## src/rtl/datapath_unit_if.sv

```systemverilog
// Operand/opcode/select interface between the control unit (master) and datapath_unit (slave).
interface datapath_unit_if #(
  parameter int unsigned DATA_WIDTH = 8
);
  logic [DATA_WIDTH-1:0] operand1;
  logic [DATA_WIDTH-1:0] operand2;
  logic [DATA_WIDTH-1:0] offset;
  logic [3:0]            opcode;
  logic                  sel1;
  logic                  sel3;
  logic                  w_r;
  logic [DATA_WIDTH-1:0] result2;
  logic                  zero;
  logic                  carry;
  logic                  addr_err;

  modport master (
    output operand1, operand2, offset, opcode, sel1, sel3, w_r,
    input  result2, zero, carry, addr_err
  );

  modport slave (
    input  operand1, operand2, offset, opcode, sel1, sel3, w_r,
    output result2, zero, carry, addr_err
  );
endinterface

```

## src/rtl/datapath_unit.sv

```systemverilog
// Execution datapath: operand select, registered ALU stage, 32x8 data memory with async read,
// and the combinational write-back mux returned to the control unit.
module datapath_unit #(
  parameter int unsigned DATA_WIDTH = 8,
  parameter int unsigned ADDR_BITS  = 5
) (
  input  logic             clk,
  input  logic             rst,
  datapath_unit_if.slave   bus
);

  localparam int unsigned Depth = 1 << ADDR_BITS;

  typedef enum logic [3:0] {
    OpAdd  = 4'h0,
    OpSub  = 4'h1,
    OpAnd  = 4'h2,
    OpOr   = 4'h3,
    OpXor  = 4'h4,
    OpNot  = 4'h5,
    OpShl  = 4'h6,
    OpShr  = 4'h7,
    OpPassA = 4'h8,
    OpPassB = 4'h9,
    OpNop  = 4'hF
  } alu_op_e;

  logic [DATA_WIDTH-1:0] alu_q, alu_d;
  logic                  zero_q, zero_d;
  logic                  carry_q, carry_d;
  logic [DATA_WIDTH-1:0] wdata_q;
  logic                  we_q;
  logic [DATA_WIDTH-1:0] mem_q [Depth];

  logic [DATA_WIDTH-1:0] op_a, op_b;
  logic [DATA_WIDTH:0]   sum;
  logic [ADDR_BITS-1:0]  mem_addr;
  logic                  addr_err;
  logic [DATA_WIDTH-1:0] rd_data;

  assign op_a = bus.operand1;
  assign op_b = bus.sel3 ? bus.offset : bus.operand2;
  assign sum  = {1'b0, op_a} + {1'b0, op_b};

  always_comb begin
    alu_d   = alu_q;
    carry_d = carry_q;
    zero_d  = zero_q;
    if (bus.opcode != OpNop) begin
      carry_d = 1'b0;
      unique case (bus.opcode)
        OpAdd: begin
          alu_d   = sum[DATA_WIDTH-1:0];
          carry_d = sum[DATA_WIDTH];
        end
        OpSub: begin
          alu_d   = op_a - op_b;
          carry_d = (op_a < op_b);
        end
        OpAnd:   alu_d = op_a & op_b;
        OpOr:    alu_d = op_a | op_b;
        OpXor:   alu_d = op_a ^ op_b;
        OpNot:   alu_d = ~op_a;
        OpShl:   alu_d = op_a << op_b[2:0];
        OpShr:   alu_d = op_a >> op_b[2:0];
        OpPassA: alu_d = op_a;
        OpPassB: alu_d = op_b;
        default: alu_d = '0;
      endcase
      zero_d = (alu_d == '0);
    end
  end

  always_ff @(posedge clk or negedge rst) begin
    if (!rst) begin
      alu_q   <= '0;
      zero_q  <= 1'b0;
      carry_q <= 1'b0;
      wdata_q <= '0;
      we_q    <= 1'b0;
    end else begin
      alu_q   <= alu_d;
      zero_q  <= zero_d;
      carry_q <= carry_d;
      wdata_q <= bus.operand2;
      we_q    <= bus.w_r;
    end
  end

  // Upper ALU bits must be clear for a valid address; out-of-range never wraps.
  assign mem_addr = alu_q[ADDR_BITS-1:0];
  assign addr_err = |alu_q[DATA_WIDTH-1:ADDR_BITS];

  always_ff @(posedge clk or negedge rst) begin
    if (!rst) begin
      for (int unsigned i = 0; i < Depth; i++) begin
        mem_q[i] <= '0;
      end
    end else if (we_q && !addr_err) begin
      mem_q[mem_addr] <= wdata_q;
    end
  end

  assign rd_data = addr_err ? '0 : mem_q[mem_addr];

  assign bus.result2  = bus.sel1 ? alu_q : rd_data;
  assign bus.zero     = zero_q;
  assign bus.carry    = carry_q;
  assign bus.addr_err = addr_err;

endmodule

```

## src/flat_wrapper.sv

```systemverilog
// flat-port wrapper written by rule: the top's interface ports become plain ports
module datapath_unit_flat 
#(
  parameter int unsigned DATA_WIDTH = 8,
  parameter int unsigned ADDR_BITS  = 5
)
  (clk, rst, bus_operand1, bus_operand2, bus_offset, bus_opcode, bus_sel1, bus_sel3, bus_w_r, bus_result2, bus_zero, bus_carry, bus_addr_err);
  datapath_unit_if #(.DATA_WIDTH(DATA_WIDTH)) bus_i ();
  input  logic clk;
  input  logic rst;
  input wire logic [$bits(bus_i.operand1)-1:0] bus_operand1;
  input wire logic [$bits(bus_i.operand2)-1:0] bus_operand2;
  input wire logic [$bits(bus_i.offset)-1:0] bus_offset;
  input wire logic [$bits(bus_i.opcode)-1:0] bus_opcode;
  input wire logic [$bits(bus_i.sel1)-1:0] bus_sel1;
  input wire logic [$bits(bus_i.sel3)-1:0] bus_sel3;
  input wire logic [$bits(bus_i.w_r)-1:0] bus_w_r;
  output wire logic [$bits(bus_i.result2)-1:0] bus_result2;
  output wire logic [$bits(bus_i.zero)-1:0] bus_zero;
  output wire logic [$bits(bus_i.carry)-1:0] bus_carry;
  output wire logic [$bits(bus_i.addr_err)-1:0] bus_addr_err;
  assign bus_i.operand1 = bus_operand1;
  assign bus_i.operand2 = bus_operand2;
  assign bus_i.offset = bus_offset;
  assign bus_i.opcode = bus_opcode;
  assign bus_i.sel1 = bus_sel1;
  assign bus_i.sel3 = bus_sel3;
  assign bus_i.w_r = bus_w_r;
  assign bus_result2 = bus_i.result2;
  assign bus_zero = bus_i.zero;
  assign bus_carry = bus_i.carry;
  assign bus_addr_err = bus_i.addr_err;
  datapath_unit #(.DATA_WIDTH(DATA_WIDTH), .ADDR_BITS(ADDR_BITS)) u_core (.clk(clk), .rst(rst), .bus(bus_i));
endmodule
```

## config.mk

```make
export PLATFORM = sky130hd
export DESIGN_NAME = datapath_unit_flat
export DESIGN_NICKNAME = d
export VERILOG_FILES = /design/src/rtl/datapath_unit_if.sv /design/src/rtl/datapath_unit.sv /design/src/flat_wrapper.sv
export SDC_FILE = /design/constraint.sdc
export NUM_CORES = 1
export LEC_CHECK = 0
export ABC_AREA = 1
export CAP_MARGIN = 20
export CORE_AREA = 2 2 154 156
export CTS_CLUSTER_DIAMETER = 40
export DETAILED_ROUTE_END_ITERATION = 16
export DIE_AREA = 0 0 156 158
export GPL_TIMING_DRIVEN = 0
export PLACE_DENSITY = 0.79
export REMOVE_ABC_BUFFERS = 1
export SYNTH_ARGS = -nofsm -noshare
export SYNTH_HDL_FRONTEND = slang
export SYNTH_SLANG_ARGS = --single-unit
```

## constraint.sdc

```tcl
create_clock -name clk -period 2.25 [get_ports clk]
set_input_delay 0.5625 -clock clk [delete_from_list [all_inputs] [get_ports clk]]
set_output_delay 0.5625 -clock clk [all_outputs]
set_load 0.05 [all_outputs]
```

* After elaboration in Yosys (flattened, before gate mapping)
Cells that the tools add are included.
Widths: inputs -> output; s select.
** Cells by class
- Order comparisons :: 3
- Shift operators :: 2
- Add/sub/neg operators :: 2
- Multiplexer cells :: 12
- Bitwise operators :: 5
- Reduce and logical (&&, ||, !) cells :: 6
- Equal/unequal tests :: 10
** Operators with widths (count)
- $bwmux 256 :: 1
- $pmux 8 s10 :: 1
- $mux 8 :: 7
- $bmux 8 s5 :: 1
- $demux 8 s5 :: 1
- $eq 4x3->1 const B :: 4
- $add 8x8->9 :: 1
- $and 8x8->8 :: 1
- $eq 4x2->1 const B :: 2
- $eq 4x4->1 const B :: 2
- $logic_not 8->1 :: 1
- $lt 8x8->1 :: 1
- $not 8->8 :: 1
- $or 8x8->8 :: 1
- $shl 8x3->8 :: 1
- $shr 8x3->8 :: 1
- $sub 8x8->8 :: 1
- $xor 8x8->8 :: 1
- $ge 6x6->1 const B :: 1
- $lt 6x1->1 const B :: 1
- $not 5->6 :: 1
- $eq 4x1->1 const B :: 1
- $logic_not 4->1 :: 1
- $ne 4x4->1 const B :: 1
- other kinds (4) :: 5
** Word-level totals
- Output and inout bits :: 11
- Input bits :: 33
- Bits in registers :: 275

* Depth between registers and ports, before layout
- Depth after elaboration :: 6
- Mapped depth :: 20

* Least setup slack after synthesis
OpenSTA, ideal clock, no wires.
- Path kind :: in2reg
- Start point :: input port bus_sel3
- End point :: register u_core.zero_q, in the netlist u_core.bus.zero
- Data required time :: 2132 ps
- Slack :: -284 ps
- Cell stages on the path :: 15
- Library setup time :: 118 ps
- Data arrival time :: 2416 ps
- Path through :: inv_1 -> nand2_1 -> nand2_2 -> ha_1 -> inv_1 -> fa_1 -> or2_2 -> a21oi_1 -> nor2_1 -> nand3_1 -> a21oi_1 -> nand2_1 -> nor2_1 -> nand3_1 -> nand2_1
** Between the ends
- Word-level cells in the longest chain between the ends :: 5
- Elaborated cells on any way between the ends :: 11
- Classes of those cells :: add/sub: 2; shift: 2; mux: 3; bitwise: 3; reduce/logical: 1
** Ends and longest elaborated chain
- start, declared :: RTL line flat_wrapper.sv:16 : input wire logic [$bits(bus_i.sel3)-1:0] bus_sel3;
- $mux 8 (*) :: RTL line datapath_unit.sv:42 : assign op_b = bus.sel3 ? bus.offset : bus.operand2;
- $sub 8x8->8 (tied with other cells) :: RTL line datapath_unit.sv:57 : alu_d = op_a - op_b;
- $pmux 8 s10 (*) :: RTL line datapath_unit.sv:51 : unique case (bus.opcode)
- $mux 8 (*) :: RTL line datapath_unit.sv:49 : if (bus.opcode != OpNop) begin
- $logic_not 8->1 (*) :: RTL line datapath_unit.sv:70 : zero_d = (alu_d == '0);
- end signal, assigned :: RTL line datapath_unit.sv:83 : zero_q <= zero_d;
- end, declared :: RTL line datapath_unit.sv:29 : logic zero_q, zero_d;
Every way passes the cells marked *; elsewhere a longest branch is shown, timed or not. The select of a mux whose other input is x is not followed.
A chain may end at the register's enable or synchronous reset.

* Final worst setup path
- Start point :: register u_core.alu_q[1]
- End point :: output port bus_result2[4]
** Between the ends
- Word-level cells in the longest chain between the ends :: 6
** Ends and longest elaborated chain
- start, declared :: RTL line datapath_unit.sv:28 : logic [DATA_WIDTH-1:0] alu_q, alu_d;
- start signal, assigned :: RTL line datapath_unit.sv:82 : alu_q <= alu_d;
- $not 5->6 (not written as such) :: RTL line datapath_unit.sv:104 : assign rd_data = addr_err ? '0 : mem_q[mem_addr];
- $bmux 8 s5 :: RTL line datapath_unit.sv:104
- $mux 8 (not written as such) (2 in a row) :: RTL line datapath_unit.sv:104
- $mux 8 :: RTL line datapath_unit.sv:104
- $mux 8 :: RTL line datapath_unit.sv:106 : assign bus.result2 = bus.sel1 ? alu_q : rd_data;
- end, declared :: RTL line flat_wrapper.sv:18 : output wire logic [$bits(bus_i.result2)-1:0] bus_result2;
No other way between the ends. The select of a mux whose other input is x is not followed.

==> summary.md <==
| Metric | Value |
|---|---|
| Status | `complete, but fails checks` |
| Failing checks | `hold timing, setup timing` |
| Layout area overhead | `24.9%` |
| Die ar. | `between 20000 and 25000 um2` |
| Synth area leader | `dfrtp_1` |
| CP Capture Type | `output pin` |
| VDD IR max | `0.000796 V` |
| Synthesized area per cell | `7.85 um2` |
| Core ar. | `23100 um2` |
| Final setup vio count | `10` |
| Top FF cell, synth | `dfrtp_1` |
| Die width | `roughly 160 um` |
| Pwr/cell area | `958 nW/um2` |
| Grt total ovfl | `0` |
| Busiest grt layer | `met2` |
| Post-route DRC | `0` |
| Met3 Use GR | `8.24%` |
| Reg2reg end | `u_core.mem_q[113]` |
| Crit path kind | `reg -> out` |
| Final wirelength | `46400 um` |
| Crit path buffers/inverters | `5` |
| Fin crit share | `145%` |
| PortBufs | `43` |
| Post-layout instance area | `17500 um2` |
| Reg-to-reg startpoint | `u_core.alu_q[6]` |
| Initial antenna violation count | `0` |
| Clock Skew | `22.2 ps` |
| Leak | `0.00818 uW` |
| Met1 Use GR | `approximately 50%` |
| GRT Total Usage | `37.9%` |
| Ys async rst share | `100%` |
| Drt initial violations | `between 1500 and 2000` |
| CP top delay family | `simple AND/OR/NAND/NOR gates` |
| Area of the multi-input gates | `roughly 7000 um2` |
| Clock latency on the worst-skew pair | `520 ps` |
| R2R cell count | `5` |
| Max Root-Sink Buffers | `3` |
| Crit-path max FO | `8` |
| CP Launch Point | `u_core.alu_q[1]` |
| Fill count | `1600` |
| Critical Path AT | `2710 ps` |
| Die H | `158 um` |
| Synth cell count leaders | `592 x nand2_1, 275 x dfrtp_1, 275 x o21ai_0` |
| Max_cap viols | `0` |
| Syn Inst Count | `1782` |
| Top cell type's share of synthesized area | `49.2%` |
| Std cell rows | `56` |
| Seq. cell area | `6890 um2` |
| Type of the tightest min-delay check | `in -> async` |
| Sink Count | `275` |
| Via count | `13800` |
| Yosys warning count | `0` |
| Post-synth EDFFs | `0` |
| Slew Limit Fails | `0` |
| Total power | `~17000 uW` |
| Post-layout util | `about 76%` |
| Initial Util | `60.7%` |
| H-tree depth | `2` |
| Worst slew pin tran | `1140 ps` |
| CP startpoint kind | `flop` |
| Setup crit end | `bus_result2[4]` |
| Fmax | `306 MHz` |
| M2 GR Usage | `59.6%` |
| DRT Pass-1 Iters | `7` |
| Rel. slew slack | `24.1%` |
| Slowest cell on crit path | `dfrtp_2` |
| Hold bufs inserted after CTS | `0` |
| RSZ-0062 raised after global routing | `true` |
| CP max stage delay | `440 ps` |
| Via density per instance | `6.40` |
| WHS | `-14.0 ps` |
| ANT cells | `0` |
| Worst EP required | `1690 ps` |
| Average wire per standard cell | `~22 um` |
| Count of different cell masters after synthesis | `35` |
| CP Depth | `12` |
| First-pass GRT wire length | `72000 um` |
| Post-Syn Area | `14000 um2` |
| Top Ports | `44` |
| Fin. Hold Viols | `11` |
| CTS tree | `done` |
| Detail Placement HPWL | `25900 um` |
| Tmin final | `3270 ps` |
| Gpl congestion | `0.919` |
| Final nets | `1905` |
| Clock-pin slew on the worst setup and hold paths | `about 60 ps` |
| Place WS | `-2300 ps` |
| Share of layout cells above drive strength 1 | `18.5%` |
| Flop and latch count out of synthesis | `275` |
| Ranking of synthesized cells by area | `dfrtp_1 49%, nand2_1 16%, o21ai_0 9.8%` |
| Post-synthesis sequential area ratio | `49.2%` |
| DRT antenna net count | `0` |
| Crit path cell chain | `buf_12 > inv_16 > nor2_4 > buf_6 > buf_16 > a22oi_2 > nand3_1 > nand2_1 > nand4_1 > o21ai_2 > nand2_2 > buf_8` |
| Final setup margin | `-1020 ps` |
| Post-Place Cell Area | `~14000 um2` |
| Worst R2R Setup Slack | `0 ps` |
| Pin count of the biggest net entering global routing | `roughly 110` |
| Vias in the first global route | `13200` |
| CTS Root Cell | `clkbuf_16` |
| Inserted Clock Buffers | `36` |
| Most frequent cell after synthesis | `nand2_1` |
-- layout by cell type, fill, tap and decap left out, drive strengths merged --
cell type | netlist | layout
a21boi | 1 | 1
a21oi | 17 | 17
a22oi | 56 | 56
and2 | 1 | 1
buf | 46 | 94
bufbuf | 0 | 2
bufinv | 0 | 1
clkbuf | 63 | 48
clkdlybuf4s15 | 0 | 1
clkdlybuf4s50 | 0 | 4
clkinv | 1 | 15
clkinvlp | 0 | 2
dfrtp | 275 | 275
dlygate4sd2 | 0 | 9
dlymetal6s2s | 0 | 14
fa | 2 | 2
ha | 29 | 29
inv | 98 | 102
nand2 | 596 | 596
nand3 | 198 | 198
nand3b | 2 | 2
nand4 | 20 | 20
nor2 | 57 | 58
nor3 | 15 | 15
o2111ai | 8 | 8
o211ai | 9 | 9
o21ai | 281 | 281
o21bai | 1 | 1
o22ai | 2 | 2
o311ai | 1 | 1
or2 | 3 | 3
-- per-layer routing --
| layer | vias to the layer above | share of wire [%] |
|---|---|---|
| met4 | 0 | 5.3 |
| met3 | 214 | 11 |
| met5 | - | 0 |
| met2 | 923 | 46 |
| met1 | 6596 | 38 |
| li1 | 6069 | - |
-- sequential cells by signal, indices dropped and copies added (netlist names) --
name and cells:
u_core.we_q 1, u_core.mem_q 256, u_core.bus.zero 1, u_core.wdata_q 8
u_core.bus.carry 1, u_core.alu_q 8
-- metrics by stage --
| stage | std cells | setup TNS [ps] |
|---|---|---|
| 6_report | 2157 | -7280 |
| 3_3_place_gp | 2006 | -3429840 |
| 4_1_cts | 2136 | -6390 |
| 2_1_floorplan | 1673 | -76980 |
| 3_5_place_dp | 2017 | -152140 |
| 5_1_grt | 2157 | -8270 |
-- what timing repair did --
action	in CTS	in global routing
setup buffers	46	16
gates cloned	9	0
pin swaps	82	66
endpoints found under the setup margin	275	97
gates resized for setup	238	119
-- final cells by class --
cell class | count | area share, %
multi-input cells | 1300 | 40.1
flip-flops and latches | 275 | 39.4
repair buffers | 128 | 9.05
clock buffers | 44 | 5.67
inverters | 99 | 2.59
well taps | 290 | 2.08
clock inverters | 20 | 1.05
repair inverters | 1 | 0.0502
-- cell families after synthesis --
family          count (synthesis)  synth area share (%)
simple gates                  892                  26.9
flops                         275                  49.2
fa+ha+maj                      31                  2.88
buf+inv                       208                  6.12
compound gates                376                  14.9
-- report_power, final --
part / switching [uW] / total [uW] / internal, uW
Combinational: 2670 / 4270 / 1610
Sequential: 732 / 6880 / 6150
Clock: 2280 / 5580 / 3300
-- worst min-delay path by stage --
stage                   endpoint               from  slack, ps  depth (start not counted)
3_3_place_gp   u_core.mem_q[160]  u_core.mem_q[160]        470                          2
3_5_place_dp   u_core.mem_q[214]  u_core.mem_q[214]        470                          2
5_1_grt          u_core.mem_q[8]                rst         20                          1
4_1_cts          u_core.mem_q[2]                rst          1                          1
6_report         u_core.mem_q[8]                rst        -10                          1
2_1_floorplan    u_core.alu_q[0]                rst        270                          0
No activity file was read; power rests on OpenSTA's default activity.
